## config.mk

```make
export PLATFORM = sky130hd
export DESIGN_NAME = systolic_seq
export DESIGN_NICKNAME = d
export VERILOG_FILES = /design/src/rtl/systolic_seq.sv
export SDC_FILE = /design/constraint.sdc
export NUM_CORES = 1
export LEC_CHECK = 0
export ABC_AREA = 1
export CAP_MARGIN = 20
export CORE_MARGIN = 5
export CORE_UTILIZATION = 48
export DETAILED_ROUTE_END_ITERATION = 8
export GPL_TIMING_DRIVEN = 0
export PLACE_DENSITY = 0.85
export SLEW_MARGIN = 5
export SYNTH_ARGS = -nofsm -noshare
export SYNTH_HDL_FRONTEND = slang
export SYNTH_SLANG_ARGS = --single-unit
```

## constraint.sdc

```tcl
create_clock -name i_clk -period 1.74 [get_ports i_clk]
set_input_delay 0.174 -clock i_clk [delete_from_list [all_inputs] [get_ports i_clk]]
set_output_delay 0.174 -clock i_clk [all_outputs]
set_load 0.01 [all_outputs]
```

## src/rtl/systolic_seq.sv

```systemverilog
// Sequencer for an N x N systolic array of accumulate PEs: issues operand reads, drives the
// diagonal init/flush wavefronts and counts/tags the per-row result stream.
module systolic_seq #(
  parameter int unsigned N      = 4,
  parameter int unsigned K_W    = 8,
  parameter int unsigned RD_LAT = 1
) (
  input  logic           i_clk,
  input  logic           i_rst,
  input  logic           i_start,
  input  logic [K_W-1:0] i_start_k,
  output logic           o_start_ready,
  output logic           o_busy,
  output logic           o_done,
  output logic           o_err,
  output logic           o_rd_en,
  output logic [K_W-1:0] o_rd_addr,
  output logic           o_zero_feed,
  output logic [2*N-2:0] o_init_diag,
  input  logic [N-1:0]   i_res_valid,
  output logic [N-1:0]   o_res_discard
);

  localparam int unsigned CntW = $clog2(2 * N + 1);
  localparam int unsigned PLen = RD_LAT + 2 * N - 2;
  localparam logic [CntW-1:0] CntFull = CntW'(2 * N);
  localparam logic [CntW-1:0] CntHalf = CntW'(N);

  typedef enum logic [1:0] {StIdle, StFeed, StFlush, StDrain} state_e;

  state_e          r_state, w_state_next;
  logic [K_W-1:0]  r_k, r_idx;
  logic [PLen-1:0] r_pdly;
  logic [RD_LAT-1:0] r_zdly;
  logic [CntW-1:0] r_cnt [N];
  logic [CntW-1:0] w_cnt_next [N];
  logic            r_done, r_err;
  logic            w_busy, w_k_ok, w_accept, w_reject, w_last_k;
  logic            w_all_full, w_overrun, w_p, w_z;

  assign w_busy   = (r_state != StIdle);
  assign w_k_ok   = (i_start_k >= K_W'(N));
  assign w_accept = !w_busy && i_start && w_k_ok;
  assign w_reject = !w_busy && i_start && !w_k_ok;
  assign w_last_k = (r_idx == r_k - 1'b1);

  always_ff @(posedge i_clk) begin
    if (i_rst) begin
      r_state <= StIdle;
    end else begin
      r_state <= w_state_next;
    end
  end

  always_comb begin
    w_state_next = r_state;
    case (r_state)
      StIdle:  if (w_accept) w_state_next = StFeed;
      StFeed:  if (w_last_k) w_state_next = StFlush;
      StFlush: w_state_next = StDrain;
      StDrain: w_state_next = StDrain;
      default: w_state_next = StIdle;
    endcase
    if (w_busy && w_all_full) w_state_next = StIdle;
  end

  always_comb begin
    o_start_ready = !w_busy;
    o_busy        = w_busy;
    o_rd_en       = (r_state == StFeed);
    o_rd_addr     = r_idx;
    // p marks the first read of the feed and the flush cycle; both launch a wavefront.
    w_p           = (o_rd_en && (r_idx == '0)) || (r_state == StFlush);
    w_z           = (r_state == StFlush);
    o_done        = r_done;
    o_err         = r_err;
    o_zero_feed   = r_zdly[RD_LAT-1];
    o_init_diag   = r_pdly[PLen-1:RD_LAT-1];
  end

  always_comb begin
    w_overrun  = 1'b0;
    w_all_full = 1'b1;
    for (int r = 0; r < N; r++) begin
      w_cnt_next[r]    = r_cnt[r];
      o_res_discard[r] = i_res_valid[r] && (r_cnt[r] < CntHalf);
      if (w_busy && i_res_valid[r]) begin
        if (r_cnt[r] == CntFull) w_overrun = 1'b1;
        else w_cnt_next[r] = r_cnt[r] + 1'b1;
      end
      if (w_cnt_next[r] != CntFull) w_all_full = 1'b0;
    end
  end

  always_ff @(posedge i_clk) begin
    if (i_rst) begin
      r_k    <= '0;
      r_idx  <= '0;
      r_pdly <= '0;
      r_zdly <= '0;
      r_done <= 1'b0;
      r_err  <= 1'b0;
      for (int r = 0; r < N; r++) r_cnt[r] <= '0;
    end else begin
      if (w_accept) r_k <= i_start_k;
      if (r_state == StFeed) r_idx <= w_last_k ? '0 : r_idx + 1'b1;
      r_pdly <= (r_pdly << 1) | PLen'(w_p);
      r_zdly <= (r_zdly << 1) | RD_LAT'(w_z);
      r_done <= w_busy && w_all_full;
      r_err  <= w_reject || w_overrun;
      for (int r = 0; r < N; r++) r_cnt[r] <= w_accept ? '0 : w_cnt_next[r];
    end
  end

endmodule
```

After elaboration in Yosys (flattened, before gate mapping). Memory sizes are Yosys's and may differ from the RTL's. Cells that the tools add are included.

$add $sub $neg: 6. Equal/unequal tests: 14. Shift-type cells: 0. Order comparisons: 5. Multipliers: 0. Mux-type cells: 35. Reductions and logical operators: 23. Bitwise gates (word level): 5. Div/mod/pow operators: 0.

Operator list (number): two-way mux 4 bit (16); adder 4 x 1 -> 4 bit, second input constant (4); equality test 4 bit, second input constant (4); < comparator 4 x 3 -> 1 bit, second input constant (4); inequality test 4 bit, second input constant (4); two-way mux 1 bit (15); logical AND 1 bit (13); adder 8 x 1 -> 8 bit, second input constant (1); equality test 8 bit (1); >= comparator 8 x 3 -> 1 bit, second input constant (1); zero test 8 bit (1); two-way mux 8 bit (1); subtractor 8 x 1 -> 8 bit, second input constant (1); bitwise OR 7 x 1 -> 7 bit (1); one-hot mux 2 bit (3 select lines) (1); equality test 2 bit, second input constant (2); two-way mux 2 bit (2); bitwise OR 1 bit (4); OR reduction 2 bit (2); equality test 2 x 1 -> 1 bit, second input constant (1); zero test 1 bit (2); zero test 2 bit (1); logical OR 1 bit (2); inequality test 2 x 1 -> 1 bit, second input constant (1); 3 further kinds (3).

Bits in read-only memories: 0. RAM bits: 16. Memories kept: 1. Bits in latches: 0. Input bits: 15. Logic and storage cells: 96. Flip-flop bits (word level): 28. Output and inout bits: 25.

Memory list: r_cnt (words 4, width 4, rd ports 4, clocked after Yosys merged registers in 0, write ports 4, line 35) `logic [CntW-1:0] r_cnt [N];`.

Depth between registers and ports, before layout. Gate-level depths: netlist (run 1).

Depth after elaboration: 10. Depth in mapped cells: 13. Mapped depth without buffers: 13.

Least setup slack after synthesis (run 1). Ideal clock, no wire load.

Kind: register to register. Start: register r_k[0]. End: register r_idx[7] (netlist: o_rd_addr[7]). Stages on the path, launching flop included: 13. Slack: 0.052 ns. Setup time: 0.124 ns. Arrival time: 1.564 ns. Clock period less this slack: 1.688 ns. Data required time: 1.616 ns. Buffers on the path: 0. Path through: dfxtp_1 inv_1 ha_1 nand2_1 inv_1 nor2_1 nand2_1 nor2_1 nand3_1 nor2_1 nand2_1 o21ai_2 nor2_1.

Word-level cells in the longest chain between the ends: 3.

RTL lines: start, declared (line 32) `logic [K_W-1:0] r_k, r_idx;`; start signal, assigned (line 105) `if (w_accept) r_k <= i_start_k;`; subtractor 8 x 1 -> 8 bit (line 45) `assign w_last_k = (r_idx == r_k - 1'b1);`; equality test 8 bit (line 45); two-way mux 8 bit (line 106) `if (r_state == StFeed) r_idx <= w_last_k ? '0 : r_idx + 1'b1;`; end signal, assigned (line 106); end, declared (line 32).

Every way passes these cells. A chain may end at the register's enable or synchronous reset.

Worst setup path in the final report (run 1).
Start: register r_state[0]. End: output o_rd_en.

Word-level cells in the longest chain between the ends: 1.

RTL lines: start, declared (line 31) `state_e r_state, w_state_next;`; start signal, assigned (line 49) `r_state <= StIdle;`; start signal, assigned (line 51) `r_state <= w_state_next;`; equality test 2 x 1 -> 1 bit (line 70) `o_rd_en = (r_state == StFeed);`; end, declared (line 16) `output logic o_rd_en,`.

Every way passes these cells.

==> flow_results.xml, run 1 <==
<?xml version="1.0" encoding="UTF-8"?>
<metrics>
  <group name="clocking">
    <metric name="tritoncts_clock_tree" unit="">yes</metric>
    <metric name="cts.sinks" unit="">44</metric>
    <metric name="cts_max_level" unit="">2</metric>
    <metric name="clock_tree.buffer_depth" unit="">2</metric>
    <metric name="cts_buf_count" unit="">5</metric>
    <metric name="cts-root-buf" unit="">clkbuf_8</metric>
    <metric name="clkSlewWorstSetupHoldPaths" unit="ps">80</metric>
    <metric name="clk_latency" unit="ps">300</metric>
  </group>
  <group name="pwr">
    <metric name="power_switching_share" unit="%">34.8</metric>
    <metric name="vdd_ir_drop_max" unit="mV">0.437</metric>
    <metric name="cell_leakage_power" unit="nW">1.42</metric>
    <metric name="p_per_area" unit="nW/um^2">814</metric>
    <metric name="pwr-share-seq" unit="%">44.3</metric>
    <metric name="cell_internal_pwr" unit="mW">1.70</metric>
    <metric name="clkPwrFrac" unit="%">23.2</metric>
    <metric name="total_net_switching_power" unit="mW">0.911</metric>
    <metric name="power_frac_comb" unit="%">32.5</metric>
  </group>
  <group name="die">
    <metric name="top_level_ports" unit="">40</metric>
    <metric name="die_area" unit="um^2">6820</metric>
    <metric name="initial_core_util" unit="%">49.5</metric>
    <metric name="placement_rows" unit="">26</metric>
    <metric name="dieWidth" unit="um">82.6</metric>
    <metric name="chipHeight" unit="um">82.6</metric>
    <metric name="fp.coreArea" unit="um^2">5110</metric>
  </group>
  <group name="sta">
    <metric name="headroom_to_the_max_slew_limit" unit="%">68.9</metric>
    <metric name="period_needed" unit="ps">1660</metric>
    <metric name="share_of_the_clock_period_used_by_the_worst_path" unit="%">95.2</metric>
    <metric name="timing_hold_violations_final" unit="">0</metric>
    <metric name="worst_pin_slew" unit="ps">466</metric>
    <metric name="finalClockSkew" unit="ps">9.08</metric>
    <metric name="rsz0062_at_grt" unit="">true</metric>
    <metric name="setup_viol" unit="">0</metric>
    <metric name="fin_tns_setup" unit="ps">0</metric>
    <metric name="maxClockFrequency" unit="MHz">604</metric>
    <metric name="hold_slack" unit="ps">421</metric>
    <metric name="final_max_slew_viol_count" unit="">0</metric>
  </group>
  <group name="grt">
    <metric name="grt_busiest_layer" unit="">met2</metric>
    <metric name="largest_net_degree_at_the_start_of_global_routing" unit="">14</metric>
    <metric name="gr-usage-met1" unit="%">21.8</metric>
    <metric name="grt_use_total" unit="%">19.5</metric>
    <metric name="grt.met3_usage" unit="%">4.23</metric>
    <metric name="overflow" unit="">0</metric>
    <metric name="global_route.usage.met2" unit="%">36.0</metric>
    <metric name="first_global_vias" unit="">2350</metric>
    <metric name="grt_antenna_before_repair" unit="">0</metric>
    <metric name="grt_pass1_wl" unit="um">10300</metric>
  </group>
  <group name="synthesis">
    <metric name="yosys_register_bits" unit="">44</metric>
    <metric name="post_synth_num_cell_types" unit="">30</metric>
    <metric name="syn-mean-instance-area" unit="um^2">6.67</metric>
    <metric name="synth_warnings" unit="">0</metric>
    <metric name="postSynthNetCount" unit="">405</metric>
    <metric name="seq_area_frac_synth" unit="%">34.9</metric>
    <metric name="synth.cell_area" unit="um^2">2530</metric>
    <metric name="post_synth_inst_count" unit="">379</metric>
  </group>
  <group name="worst_setup_path">
    <metric name="critical_path_required" unit="ps">1570</metric>
    <metric name="regToRegStartpoint" unit="">r_k[0]</metric>
    <metric name="critPathCaptureType" unit="">output pin</metric>
    <metric name="worst_reg2reg_setup_slack" unit="ps">90</metric>
    <metric name="critical_path.startpoint_type" unit="">register</metric>
    <metric name="worst-r2r-cell-count" unit="">11</metric>
    <metric name="worstPathMaxFanout" unit="">6</metric>
    <metric name="timing.critical_path.to" unit="">o_rd_en</metric>
    <metric name="r2r_end" unit="">o_rd_addr[5]</metric>
    <metric name="critPathKind" unit="">reg2out</metric>
    <metric name="timing.critical_path.from" unit="">r_state[0]</metric>
    <metric name="worstPathArrival" unit="ps">1480</metric>
  </group>
  <group name="routing">
    <metric name="avgViaCountPerCell" unit="">4.94</metric>
    <metric name="detail_route.drc_violations" unit="">0</metric>
    <metric name="routedWlPerCell" unit="um">12.0</metric>
    <metric name="route.vias.total" unit="">2485</metric>
    <metric name="final_antenna_net_count" unit="">0</metric>
    <metric name="routed_wl" unit="um">6020</metric>
    <metric name="dr.first_iter.drc_count" unit="">65</metric>
    <metric name="drtPass1Iterations" unit="">4</metric>
  </group>
  <group name="hold_path">
    <metric name="hold_removal_path_class" unit="">reg2reg</metric>
  </group>
  <group name="cells_and_area">
    <metric name="area_delta_synth_final" unit="%">27.2</metric>
    <metric name="post_route_cells_drive_above_1_share" unit="%">14.5</metric>
    <metric name="antennaDiodeCount" unit="">0</metric>
    <metric name="final_area" unit="um^2">3210</metric>
    <metric name="finish.net_count" unit="">459</metric>
    <metric name="post_layout_nonfiller_instances" unit="">503</metric>
    <metric name="fin_util" unit="%">62.9</metric>
  </group>
  <group name="run">
    <metric name="cap_viol_max_count" unit="">0</metric>
  </group>
  <group name="placed_design">
    <metric name="placed_cells_incl_taps" unit="">488</metric>
    <metric name="io_buffer_count" unit="">39</metric>
    <metric name="dpl-instance-area" unit="um^2">3010</metric>
    <metric name="gp_routability_congestion" unit="">0.861</metric>
    <metric name="hpwl_after_detailed_placement" unit="um">4590</metric>
  </group>
  <group name="run_status">
    <metric name="outcome" unit="">finished clean</metric>
  </group>
</metrics>
## cell families after synthesis
| logic type | Yosys count | share of synthesized area (%) |
|---|---|---|
| AND/OR/NAND/NOR | 225 | 40.4 |
| XOR/XNOR | 12 | 4.16 |
| flip-flops | 44 | 34.9 |
| buffers and inverters | 58 | 8.76 |
| AO/OA/AOI/OAI | 29 | 6.34 |
| adder cells (fa/ha/maj) | 11 | 5.45 |
## how the worst min path moves through the flow
stage          cells past startpoint             end      startpoint  slack (ps)
2_1_floorplan                      1    o_rd_addr[1]           i_rst         240
5_1_grt                            2  o_init_diag[3]  o_init_diag[2]         450
4_1_cts                            2  o_init_diag[3]  o_init_diag[2]         420
3_3_place_gp                       2  o_init_diag[3]  o_init_diag[2]         410
3_5_place_dp                       2  o_init_diag[3]  o_init_diag[2]         410
6_report                           2  o_init_diag[5]  o_init_diag[4]         420
## per-layer routing
metal	vias up	part of all wire [%]
met5	-	0
met4	0	2.0
met3	13	3.7
met1	1131	41
met2	43	53
li1	1298	-
## per-stage QoR
step | total power, mW | setup slack, ps
2_1_floorplan | 1.70 | 51.9
3_3_place_gp | 1.92 | -199
3_5_place_dp | 1.95 | -224
4_1_cts | 2.60 | 11.9
5_1_grt | 2.81 | -54.0
6_report | 2.62 | 83.5
## Yosys cell counts (all sizes together)
cell type	count	share of area [%]
nor3	10	2.6
buf	3	0.59
ha	11	5.4
inv	53	7.9
nor4	2	0.49
a31o	1	0.35
o21ai	13	2.9
and2	1	0.25
a21oi	13	2.6
nand3b	3	0.89
o22ai	1	0.25
nand4	6	1.5
xnor2	3	1.0
dfxtp	44	35
clkbuf	2	0.30
nand3	31	6.3
o21bai	1	0.30
nor2	75	13
nand2	96	15
nor3b	1	0.49
xor2	9	3.1
## registers in the layout (all words and copies together), names as in the netlist
register,count
r_state,2
o_rd_addr,8
o_init_diag,7
o_err,1
r_cnt,16
o_done,1
r_k,8
o_zero_feed,1
## layout make-up
type,count,area (um^2)
inverters,53,201
repair buffers,47,453
clock buffers,5,68.8
well taps,70,87.6
fillers,457,1890
flip-flops and latches,44,896
multi-input cells,277,1470
clock inverters,2,12.5
plain buffers,5,22.5
## worst max-delay path, cell delays in order, from the launching register on
cell	delay (ps)
dfxtp_2	370
inv_2	70
nor2_4	170
clkdlybuf4s50_1	570
## power groups by stage
stage               clock network, mW  registers, mW  logic (mW)
floorplan                           0           1.16       0.534
global placement                    0           1.17       0.749
detailed placement                  0           1.17       0.772
CTS                             0.622           1.15       0.827
global route                    0.679           1.17       0.962
finish                          0.607           1.16       0.851
## cell usage in the layout, fill, tap and decap left out, types with 2 or more instances in the layout
cell type        instances
clkbuf_8                 5
nand3_1                 29
nand2_4                  2
nor2_2                   8
clkbuf_1                 2
nor3_1                   7
buf_4                    8
xor2_1                   9
nand2_1                 88
buf_2                    3
nand2_2                  6
nand3_2                  2
o21ai_0                 11
nor4_1                   2
inv_1                   48
dfxtp_2                  9
nand3b_1                 3
nor3_2                   2
nand4_1                  6
clkdlybuf4s50_1         38
nor2_1                  63
ha_1                    10
dfxtp_1                 34
nor2_4                   4
xnor2_1                  3
a21oi_1                 13
inv_2                    4
## repair_timing
item / in CTS / in global routing
endpoints found under the setup margin: 10 / 21
pin swaps: 5 / 9
endpoints found under the hold margin: 0 / 0
hold buffers: 0 / 0
buffers inserted: 7 / 1
resized for setup: 7 / 19
(Power assumes the default switching activity.)
==> run 2, diff against run 1 <==
REMOVE_ABC_BUFFERS = 1   (was not set)
==> run 2 against run 1 <==
Compared with the run above: first-iteration DRC count increased by 55%; sequential cell count unchanged; via count decreased by 0.64%; cell count decreased by 1.2%; critical path type unchanged; critical endpoint unchanged; largest power group unchanged.
==> flow_results.xml, run 2 (same netlist as run 1, synthesis figures left out) <==
<?xml version="1.0" encoding="UTF-8"?>
<metrics>
  <group name="run_status">
    <metric name="outcome" unit="">finished clean</metric>
  </group>
  <group name="hold_path">
    <metric name="min_to" unit="">o_init_diag[5]</metric>
    <metric name="hold_removal_path_class" unit="">reg2reg</metric>
    <metric name="hold-path-cell-count" unit="">2</metric>
    <metric name="holdCritStartpoint" unit="">o_init_diag[4]</metric>
  </group>
  <group name="sta">
    <metric name="period_needed" unit="ps">1670</metric>
    <metric name="rsz0062_at_grt" unit="">true</metric>
    <metric name="worst_pin_slew" unit="ps">473</metric>
    <metric name="setup_viol" unit="">0</metric>
    <metric name="final_max_slew_viol_count" unit="">0</metric>
    <metric name="share_of_the_clock_period_used_by_the_worst_path" unit="%">96.2</metric>
    <metric name="maxClockFrequency" unit="MHz">597</metric>
    <metric name="finalClockSkew" unit="ps">11.0</metric>
    <metric name="headroom_to_the_max_slew_limit" unit="%">68.4</metric>
    <metric name="timing_hold_violations_final" unit="">0</metric>
    <metric name="timing.final.ws_setup" unit="ps">65.6</metric>
    <metric name="fin_tns_setup" unit="ps">0</metric>
  </group>
  <group name="cells_and_area">
    <metric name="post_route_cells_drive_above_1_share" unit="%">12.2</metric>
    <metric name="antennaDiodeCount" unit="">0</metric>
    <metric name="largest_register" unit="">r_cnt</metric>
    <metric name="area_delta_synth_final" unit="%">27.8</metric>
    <metric name="layout.cells.most_common_list" unit="">nand2_1, nor2_1, inv_1</metric>
    <metric name="fin_util" unit="%">63.2</metric>
    <metric name="layout_commonest_cell" unit="">nand2_1</metric>
    <metric name="flip_flop_count_of_the_largest_register_all_copies_and_words_added" unit="">16</metric>
    <metric name="finish.net_count" unit="">452</metric>
  </group>
  <group name="die">
    <metric name="initial_core_util" unit="%">49.5</metric>
    <metric name="chipHeight" unit="um">82.6</metric>
    <metric name="placement_rows" unit="">26</metric>
    <metric name="die_area" unit="um^2">6820</metric>
    <metric name="dieWidth" unit="um">82.6</metric>
    <metric name="top_level_ports" unit="">40</metric>
    <metric name="fp.coreArea" unit="um^2">5110</metric>
  </group>
  <group name="routing">
    <metric name="routed_wl" unit="um">6170</metric>
    <metric name="final_antenna_net_count" unit="">0</metric>
    <metric name="routedWlPerCell" unit="um">12.4</metric>
    <metric name="dr.first_iter.drc_count" unit="">101</metric>
    <metric name="detail_route.drc_violations" unit="">0</metric>
    <metric name="route.vias.total" unit="">2469</metric>
    <metric name="avgViaCountPerCell" unit="">4.97</metric>
    <metric name="drtPass1Iterations" unit="">5</metric>
  </group>
  <group name="clocking">
    <metric name="cts_hold_buf" unit="">0</metric>
    <metric name="clkSlewWorstSetupHoldPaths" unit="ps">90</metric>
    <metric name="clk_latency" unit="ps">300</metric>
    <metric name="clock_tree.buffer_depth" unit="">2</metric>
    <metric name="cts-root-buf" unit="">clkbuf_8</metric>
    <metric name="cts_max_level" unit="">2</metric>
    <metric name="cts_buf_count" unit="">5</metric>
    <metric name="cts.sinks" unit="">44</metric>
    <metric name="tritoncts_clock_tree" unit="">yes</metric>
  </group>
  <group name="grt">
    <metric name="overflow" unit="">0</metric>
    <metric name="largest_net_degree_at_the_start_of_global_routing" unit="">17</metric>
    <metric name="first_global_vias" unit="">2321</metric>
    <metric name="grt_use_total" unit="%">19.8</metric>
    <metric name="grt_pass1_wl" unit="um">10400</metric>
    <metric name="grt_antenna_before_repair" unit="">0</metric>
  </group>
  <group name="worst_setup_path">
    <metric name="regToRegStartpoint" unit="">r_k[1]</metric>
    <metric name="critPathSlowestCell" unit="">clkdlybuf4s50_1</metric>
    <metric name="worstPathArrival" unit="ps">1500</metric>
    <metric name="worstPathMaxFanout" unit="">6</metric>
    <metric name="worst-r2r-cell-count" unit="">12</metric>
    <metric name="critPathKind" unit="">reg2out</metric>
    <metric name="r2r_end" unit="">r_state[0]</metric>
    <metric name="critPathCaptureType" unit="">output pin</metric>
    <metric name="path_cells" unit="">inv_2 -&gt; nor2_4 -&gt; clkdlybuf4s50_1</metric>
    <metric name="critical_path.startpoint_type" unit="">register</metric>
    <metric name="count_of_buffer_and_inverter_cells_on_the_critical_path" unit="">2</metric>
    <metric name="cpLargestDelayFamily" unit="">buffers and inverters</metric>
    <metric name="critical_path_required" unit="ps">1570</metric>
    <metric name="cpPeakStageDelay" unit="ps">580</metric>
    <metric name="worst_reg2reg_setup_slack" unit="ps">70</metric>
    <metric name="crit_cells" unit="">3</metric>
  </group>
  <group name="pwr">
    <metric name="vdd_ir_drop_max" unit="mV">0.459</metric>
    <metric name="power.total" unit="mW">2.83</metric>
    <metric name="cell_leakage_power" unit="nW">1.44</metric>
    <metric name="p_per_area" unit="nW/um^2">876</metric>
  </group>
  <group name="run">
    <metric name="cap_viol_max_count" unit="">0</metric>
  </group>
  <group name="placed_design">
    <metric name="gp_routability_congestion" unit="">0.894</metric>
    <metric name="io_buffer_count" unit="">39</metric>
    <metric name="pre_cts_slack" unit="ps">-262</metric>
    <metric name="hpwl_after_detailed_placement" unit="um">4580</metric>
  </group>
</metrics>
## run 2: cell types whose count changed in the layout (fill, tap and decap cells not counted), moves of 2 or more
cell,delta
dfxtp_1,+5
dfxtp_2,-5
nor2_2,-5
buf_2,-3
buf_4,-3
nor2_4,+3
clkbuf_1,-2
clkdlybuf4s50_1,-2
dlymetal6s2s_1,+2
nor2_1,+2
## run 2: repair_timing
action | in CTS | in global routing
pin swaps | 7 | 11
gates resized for setup | 11 | 15
setup endpoints to repair | 17 | 31
hold endpoints to repair | 0 | 0
buffers inserted | 5 | 1
## run 2: worst min-delay path: stages, from the launching register on
cell	delay [ps]
dfxtp_1	320
inv_1	50
nor2_1	30
## run 2: how the worst max path moves through the flow
stage | startpoint | endpoint | slack [ps]
finish | r_state[0] | o_rd_en | 70
global route | r_cnt[0][0] | r_state[0] | -50
CTS | r_k[0] | r_state[0] | 0.5
detailed placement | i_start_k[5] | r_cnt[1][3] | -260
global placement | i_start_k[4] | r_cnt[1][3] | -230
floorplan | r_k[0] | o_rd_addr[7] | 50
## run 2: power by group
group	internal, mW	switching, mW
registers	1.08	0.0807
logic	0.354	0.509
clock network	0.433	0.373
## run 2: final cells by class
type | count | area, um^2
clock buffer | 5 | 68.8
fill | 453 | 1880
timing repair buffer | 45 | 455
tap | 70 | 87.6
multi-input combinational | 277 | 1480
sequential | 44 | 890
inverter | 53 | 201
clock inverter | 3 | 46.3
## run 2: through the flow
stage | hold WS [ps] | cells | area, um^2
CTS | 421 | 496 | 3170
finish | 417 | 497 | 3230
global route | 450 | 497 | 3230
detailed placement | 408 | 483 | 2980
floorplan | 243 | 374 | 2500
global placement | 406 | 483 | 2980
## run 2: metal layers
layer  up-vias  track usage [%]  part of all wire [%]
li1       1283                -                     -
met1      1116             22.1                    41
met2        57             36.7                    53
met3        13             4.01                   4.4
met4         0             7.19                   1.6
met5         -                0                     0
==> run 3, diff against run 2 <==
CAP_MARGIN = 5   (was 20)
==> results of run 3 <==
Final layout, timing and power as in run 2 (identical DEF).
